File: src/rtl/grid_scanner_if.sv
// Cell record stream between the grid scanner and the renderer.
// The master drives the record; the slave returns out_ready.
interface grid_scanner_if #(
  parameter int X_BITS = 5,
  parameter int Y_BITS = 5
);
  logic              out_valid;
  logic              out_ready;
  logic [X_BITS-1:0] cell_x;
  logic [Y_BITS-1:0] cell_y;
  logic [2:0]        cell_code;
  logic              out_last;

  modport master (
    output out_valid,
    output cell_x,
    output cell_y,
    output cell_code,
    output out_last,
    input  out_ready
  );

  modport slave (
    input  out_valid,
    input  cell_x,
    input  cell_y,
    input  cell_code,
    input  out_last,
    output out_ready
  );
endinterface

File: src/rtl/grid_scanner.sv
// Frame scanner: snapshots the player grid vectors, streams every
// cell row-major and reports per-frame collision flags.
module grid_scanner #(
  parameter int GRID_W = 32,
  parameter int GRID_H = 32,
  parameter int X_BITS = 5,
  parameter int Y_BITS = 5
) (
  input  logic              clock,
  input  logic              reset,
  input  logic              start,
  input  logic [GRID_W-1:0] wall_p1_x,
  input  logic [GRID_W-1:0] wall_p2_x,
  input  logic [GRID_W-1:0] LOC_p1_x,
  input  logic [GRID_W-1:0] LOC_p2_x,
  input  logic [GRID_H-1:0] wall_p1_y,
  input  logic [GRID_H-1:0] wall_p2_y,
  input  logic [GRID_H-1:0] LOC_p1_y,
  input  logic [GRID_H-1:0] LOC_p2_y,
  grid_scanner_if.master    strm,
  output logic              busy,
  output logic              frame_done,
  output logic              hit_p1,
  output logic              hit_p2
);

  localparam logic [1:0] S_IDLE = 2'd0;
  localparam logic [1:0] S_SCAN = 2'd1;
  localparam logic [1:0] S_DONE = 2'd2;

  localparam logic [X_BITS-1:0] X_MAX = X_BITS'(GRID_W - 1);
  localparam logic [Y_BITS-1:0] Y_MAX = Y_BITS'(GRID_H - 1);

  logic [1:0]        r_state;
  logic [X_BITS-1:0] r_x;
  logic [Y_BITS-1:0] r_y;

  logic [GRID_W-1:0] r_w1x;
  logic [GRID_W-1:0] r_w2x;
  logic [GRID_W-1:0] r_l1x;
  logic [GRID_W-1:0] r_l2x;
  logic [GRID_H-1:0] r_w1y;
  logic [GRID_H-1:0] r_w2y;
  logic [GRID_H-1:0] r_l1y;
  logic [GRID_H-1:0] r_l2y;

  logic r_acc1;
  logic r_acc2;
  logic r_hit1;
  logic r_hit2;

  logic       w_scan;
  logic       w_xfer;
  logic       w_last;
  logic       w_xend;
  logic       w_in_w1;
  logic       w_in_w2;
  logic       w_in_p1;
  logic       w_in_p2;
  logic       w_c1;
  logic       w_c2;
  logic [2:0] w_code;

  assign w_scan = (r_state == S_SCAN);
  assign w_xfer = w_scan & strm.out_ready;
  assign w_xend = (r_x == X_MAX);
  assign w_last = w_scan & w_xend & (r_y == Y_MAX);

  // Membership is always taken on the snapshot, never the live inputs.
  assign w_in_w1 = r_w1x[r_x] & r_w1y[r_y];
  assign w_in_w2 = r_w2x[r_x] & r_w2y[r_y];
  assign w_in_p1 = r_l1x[r_x] & r_l1y[r_y];
  assign w_in_p2 = r_l2x[r_x] & r_l2y[r_y];

  assign w_c1 = w_in_p1 & (w_in_w1 | w_in_w2 | w_in_p2);
  assign w_c2 = w_in_p2 & (w_in_w1 | w_in_w2 | w_in_p1);

  // Cell content decode: players over walls, p1 over p2.
  always_comb begin
    w_code = 3'd0;
    if (w_scan) begin
      priority case (1'b1)
        w_in_p1: w_code = 3'd3;
        w_in_p2: w_code = 3'd4;
        w_in_w1: w_code = 3'd1;
        w_in_w2: w_code = 3'd2;
        default: w_code = 3'd0;
      endcase
    end
  end

  // Frame sequencing: IDLE -> SCAN -> DONE -> IDLE.
  always_ff @(posedge clock or posedge reset) begin
    if (reset) begin
      r_state <= S_IDLE;
    end else begin
      case (r_state)
        S_IDLE: if (start) r_state <= S_SCAN;
        S_SCAN: if (w_xfer && w_last) r_state <= S_DONE;
        S_DONE: r_state <= S_IDLE;
        default: r_state <= S_IDLE;
      endcase
    end
  end

  // Capture all eight vectors when a scan is launched.
  always_ff @(posedge clock or posedge reset) begin
    if (reset) begin
      r_w1x <= '0;
      r_w2x <= '0;
      r_l1x <= '0;
      r_l2x <= '0;
      r_w1y <= '0;
      r_w2y <= '0;
      r_l1y <= '0;
      r_l2y <= '0;
    end else if (r_state == S_IDLE && start) begin
      r_w1x <= wall_p1_x;
      r_w2x <= wall_p2_x;
      r_l1x <= LOC_p1_x;
      r_l2x <= LOC_p2_x;
      r_w1y <= wall_p1_y;
      r_w2y <= wall_p2_y;
      r_l1y <= LOC_p1_y;
      r_l2y <= LOC_p2_y;
    end
  end

  // Row-major cell counters; held on stall and on the final record.
  always_ff @(posedge clock or posedge reset) begin
    if (reset) begin
      r_x <= '0;
      r_y <= '0;
    end else if (r_state == S_IDLE && start) begin
      r_x <= '0;
      r_y <= '0;
    end else if (w_xfer && !w_last) begin
      if (w_xend) begin
        r_x <= '0;
        r_y <= r_y + 1'b1;
      end else begin
        r_x <= r_x + 1'b1;
      end
    end
  end

  // Collision accumulators fold in each transferred record.
  always_ff @(posedge clock or posedge reset) begin
    if (reset) begin
      r_acc1 <= 1'b0;
      r_acc2 <= 1'b0;
    end else if (r_state == S_IDLE && start) begin
      r_acc1 <= 1'b0;
      r_acc2 <= 1'b0;
    end else if (w_xfer) begin
      r_acc1 <= r_acc1 | w_c1;
      r_acc2 <= r_acc2 | w_c2;
    end
  end

  // Publish the frame's flags as DONE is entered so they are valid with frame_done.
  always_ff @(posedge clock or posedge reset) begin
    if (reset) begin
      r_hit1 <= 1'b0;
      r_hit2 <= 1'b0;
    end else if (w_xfer && w_last) begin
      r_hit1 <= r_acc1 | w_c1;
      r_hit2 <= r_acc2 | w_c2;
    end
  end

  assign strm.out_valid = w_scan;
  assign strm.cell_x    = r_x;
  assign strm.cell_y    = r_y;
  assign strm.cell_code = w_code;
  assign strm.out_last  = w_last;

  assign busy       = (r_state != S_IDLE);
  assign frame_done = (r_state == S_DONE);
  assign hit_p1     = r_hit1;
  assign hit_p2     = r_hit2;

endmodule
File: src/flat_wrapper.sv
// flat-port wrapper written by rule: the top's interface ports become plain ports
module grid_scanner_flat 
#(
  parameter int GRID_W = 32,
  parameter int GRID_H = 32,
  parameter int X_BITS = 5,
  parameter int Y_BITS = 5
)
  (clock, reset, start, wall_p1_x, wall_p2_x, LOC_p1_x, LOC_p2_x, wall_p1_y, wall_p2_y, LOC_p1_y, LOC_p2_y, busy, frame_done, hit_p1, hit_p2, strm_out_valid, strm_cell_x, strm_cell_y, strm_cell_code, strm_out_last, strm_out_ready);
  grid_scanner_if #(.X_BITS(X_BITS), .Y_BITS(Y_BITS)) strm_i ();
  input  logic clock;
  input  logic reset;
  input  logic start;
  input  logic [GRID_W-1:0] wall_p1_x;
  input  logic [GRID_W-1:0] wall_p2_x;
  input  logic [GRID_W-1:0] LOC_p1_x;
  input  logic [GRID_W-1:0] LOC_p2_x;
  input  logic [GRID_H-1:0] wall_p1_y;
  input  logic [GRID_H-1:0] wall_p2_y;
  input  logic [GRID_H-1:0] LOC_p1_y;
  input  logic [GRID_H-1:0] LOC_p2_y;
  output logic busy;
  output logic frame_done;
  output logic hit_p1;
  output logic hit_p2;
  output wire logic [$bits(strm_i.out_valid)-1:0] strm_out_valid;
  output wire logic [$bits(strm_i.cell_x)-1:0] strm_cell_x;
  output wire logic [$bits(strm_i.cell_y)-1:0] strm_cell_y;
  output wire logic [$bits(strm_i.cell_code)-1:0] strm_cell_code;
  output wire logic [$bits(strm_i.out_last)-1:0] strm_out_last;
  input wire logic [$bits(strm_i.out_ready)-1:0] strm_out_ready;
  assign strm_out_valid = strm_i.out_valid;
  assign strm_cell_x = strm_i.cell_x;
  assign strm_cell_y = strm_i.cell_y;
  assign strm_cell_code = strm_i.cell_code;
  assign strm_out_last = strm_i.out_last;
  assign strm_i.out_ready = strm_out_ready;
  grid_scanner #(.GRID_W(GRID_W), .GRID_H(GRID_H), .X_BITS(X_BITS), .Y_BITS(Y_BITS)) u_core (.clock(clock), .reset(reset), .start(start), .wall_p1_x(wall_p1_x), .wall_p2_x(wall_p2_x), .LOC_p1_x(LOC_p1_x), .LOC_p2_x(LOC_p2_x), .wall_p1_y(wall_p1_y), .wall_p2_y(wall_p2_y), .LOC_p1_y(LOC_p1_y), .LOC_p2_y(LOC_p2_y), .strm(strm_i), .busy(busy), .frame_done(frame_done), .hit_p1(hit_p1), .hit_p2(hit_p2));
endmodule
File: config.mk
export PLATFORM = sky130hd
export DESIGN_NAME = grid_scanner_flat
export DESIGN_NICKNAME = d
export VERILOG_FILES = /design/src/rtl/grid_scanner_if.sv /design/src/rtl/grid_scanner.sv /design/src/flat_wrapper.sv
export SDC_FILE = /design/constraint.sdc
export NUM_CORES = 1
export LEC_CHECK = 0
export CORE_MARGIN = 1.5
export CORE_UTILIZATION = 46
export CTS_BUF_LIST = sky130_fd_sc_hd__clkbuf_16
export CTS_CLUSTER_DIAMETER = 30
export CTS_CLUSTER_SIZE = 12
export DETAILED_ROUTE_END_ITERATION = 12
export GPL_TIMING_DRIVEN = 0
export PLACE_DENSITY_LB_ADDON = 0.15
export SETUP_SLACK_MARGIN = 0.05
export SYNTH_ARGS = -nofsm -noshare
export SYNTH_HDL_FRONTEND = slang
export SYNTH_SLANG_ARGS = --single-unit
File: constraint.sdc
create_clock -name clock -period 10.3 [get_ports clock]
set_clock_uncertainty 0.2 [all_clocks]
set_input_delay 2.06 -clock clock [delete_from_list [all_inputs] [get_ports clock]]
set_output_delay 2.06 -clock clock [all_outputs]
set_load 0.01 [all_outputs]
==> metrics.cfg <==
[sta]
finalCritPeriodShare_pct = 63.0
fin_ws_ns = 3.82
slew_viol_final = 0
slew-limit-headroom_pct = 37.1
hold_viol = 0
finalCriticalPeriod_ns = 6.48
max_freq_mhz = 154
worst_pin_slew_ns = 0.943
rsz0062_at_grt = no
final-setup-viol-count = 0

[power_and_ir_drop]
switching_share_pct = 23.7
seqPwrFrac_pct = 31.9
combPwrFrac_pct = 10.8
p_leak_uw = 0.00903
pwr_density_cell_mw_per_mm2 = 192
clkPwrFrac_pct = 57.3
irDropWorstVdd_v = 0.000141
intPower_uw = 2630
p_sw_uw = 818

[synthesis]
syn-num-nets = 1626
synth_area_mm2 = 0.0126
syn_inst = 1362
synthArstFlopShare_pct = 100
synth.area.top_cells = dfrtp_1, nand2_1, mux4_2
syn_avg_cell_area_um2 = 9.24
synth-edff-count = 0
synth_cell_types = 51
yosysSeqAreaShare_pct = 54.1
ys_seq_elements = 272
yosysWarnings = 0
synth_top_area_share_pct = 54.1
synth_top_flop_cell = dfrtp_1
synth.largest_area_cell = dfrtp_1

[floorplanning]
start_util_pct = 46.8
die_h_um = 168
ioPinCount = 279
dieArea_mm2 = 0.0283
coreArea_mm2 = 0.0269
rows = 60
die_w_um = 168

[worst_setup_path]
crit_path_start_kind = flip-flop
slowest_delay_ns = 0.61
cp-end-kind = output pin
worstSetupPathType = flip-flop to output pin
cp_data_required_time_ns = 8.04
slowest_stage = buf_1
cp_max_fo = 10
critical_path.top_delay_family = buffers and inverters
worstPathCellList = buf_1 > mux4_2 > a2111oi_0 > a31oi_1 > and3b_1 > or4b_4 > a21oi_2 > clkdlybuf4s50_1
crit_buf_inv = 2
cp.arrival_ns = 4.22

[final_layout]
nets = 1969
antenna-diode-count = 0
fill_cells = 2177
area_growth_pct = 42.7
fin_cells = 2094
drive_above_1_share_pct = 10.2

[cts]
worstSkewPairLatency_ns = 0.57
ctsResizeCount = 0
clockBufferDepth = 3
cts_setup_buffers = 0
clock-root-buffer = clkbuf_16
htree_levels = 2
cts_tree = yes
cts.sinks = 272
clkSlewWorstSetupHoldPaths_ns = 0.04
ctsHoldBuffers = 0
numCtsBuffers = 61

[drt]
post-route-drc-count = 0
drt_iter0_drc = 870
first_pass_iters = 5
drt.antenna.violating_nets = 0
wl_per_cell_um = 17.9
vias_per_cell = 5.19
drt_wl_total_um = 37600
vias = 10900

[placement]
dp_cells = 1983
gp_congestion = 0.856
portBuffers = 278
pre_cts_ws_ns = 4.37
hpwl_um = 26800

[global_route]
grt_max_degree = 135
antenna_found_initial = 1
grt_use_total_pct = 27.2
gr-total-overflow = 0
grt_first_pass_wirelength_um = 59300
grt_pass1_vias = 11200

[status]
outcome = finished clean

[run]
maxCapViolations = 0

[hold_path]
hold_path.class = flip-flop to flip-flop

==> metal layers <==
metal  up-vias  GRT usage (%)  part of all wire (%)
met1      5298           38.3                    45
met3        66           5.41                   6.6
met5         -              0                 0.035
met2       387           42.9                    46
met4         2           7.96                   2.1
li1       5124              -                     -
==> cell type report <==
cell class	instances	area (um^2)	share of cell area [%]
multi-input cells	1000	5370	29.9
clock buffers	61	1530	8.50
well taps	341	427	2.38
clock inverters	50	576	3.21
inverters	6	30.0	0.167
repair buffers	280	2840	15.8
plain buffers	84	379	2.11
flip-flops and latches	272	6810	37.9
==> state kept, by name, indices dropped and copies added, names as in the netlist, 2 cells and up <==
signal / cells
u_core.r_state: 2
u_core.strm.cell_y: 5
u_core.r_w2y: 32
u_core.r_l1y: 32
u_core.strm.cell_x: 5
u_core.r_l2x: 32
u_core.r_w2x: 32
u_core.r_w1y: 32
u_core.r_l1x: 32
u_core.r_l2y: 32
u_core.r_w1x: 32
==> worst reg2reg max path: stages, from the launching register on <==
cell and delay [ns]:
dfrtp_1 0.48, buf_2 0.33, buf_1 0.54, and3_1 0.26
ha_1 0.13, clkbuf_1 0.33, nand2_1 0.21, nand3_1 0.29
nor2_1 0.11, nand2_1 0.09, nor2_1 0.04, a21oi_1 0.13
nor2_1 0.05
==> through the flow <==
step	setup TNS (ns)	area, um^2	util (%)	hold slack, ns	total power (uW)
final	0	18000	66.8	0.268	3450
after global routing	0	18000	66.8	0.290	3560
after detailed placement	0	15900	59.0	0.257	1490
after CTS	0	18000	66.8	0.270	3470
after global placement	-765.94	15800	58.7	0.250	1480
after floorplan	0	12600	-	0.237	1290
==> cells in the mapped netlist, types with 4 or more instances <==
library cell / n
mux2i_1: 18
clkbuf_1: 63
a211oi_1: 4
buf_4: 4
and3_1: 6
a31oi_1: 6
nand4_1: 5
buf_2: 9
mux2_2: 9
mux4_1: 7
nand3_1: 10
a22oi_1: 5
buf_6: 5
mux4_2: 49
dfrtp_1: 272
inv_1: 6
ha_1: 4
a21oi_1: 11
o21ai_0: 7
nand2_1: 787
nor2b_1: 10
nor2_1: 17
==> cell usage in the layout, fill, tap and decap left out, types with 7 or more instances in the layout <==
cell type	synthesis	routed
nand2_1	787	787
clkdlybuf4s50_1	0	278
dfrtp_1	272	272
clkbuf_1	63	63
clkbuf_16	0	61
mux4_2	49	49
mux2i_1	18	18
nor2_1	17	17
inv_1	6	12
bufinv_16	0	12
a21oi_1	11	11
nand3_1	10	10
nor2b_1	10	10
buf_2	9	9
mux2_2	9	9
clkinv_1	0	9
clkinvlp_4	0	9
o21ai_0	7	7
mux4_1	7	7
clkinv_2	0	7
==> power groups by stage <==
stage | clock network, uW | registers [uW] | logic (uW)
after floorplan | 0 | 1110 | 174
after detailed placement | 0 | 1110 | 373
after global routing | 2060 | 1100 | 400
after CTS | 2000 | 1100 | 374
after global placement | 0 | 1110 | 367
final | 1980 | 1100 | 374
==> final timing paths <==
| check | start | endpoint | slack (ns) | cells after the start |
|---|---|---|---|---|
| worst max-delay path | u_core.strm.cell_x[1] | strm_cell_code[1] | 3.82 | 8 |
| worst min-delay path | u_core.r_l1y[0] | u_core.r_l1y[0] | 0.27 | 2 |
| worst max register to register | u_core.strm.cell_x[2] | u_core.strm.cell_x[2] | 6.96 | 12 |
| worst min register to register | u_core.r_l1y[0] | u_core.r_l1y[0] | 0.27 | 2 |
| max in group asynchronous | reset | u_core.r_w2x[28] | 7.14 | 3 |
| min in group asynchronous | reset | u_core.r_w1y[6] | 1.73 | 2 |
==> logic make-up after synthesis <==
kind of cell	after synthesis	share of synthesized area, %
multiplexers	83	12.5
flip-flops	272	54.1
adder cells (fa/ha/maj)	4	0.398
AND/OR/NAND/NOR	853	26.5
AO/OA/AOI/OAI	58	3.22
buffers and inverters	90	3.19
XOR/XNOR	2	0.139
No activity file was read; power rests on OpenSTA's default activity.
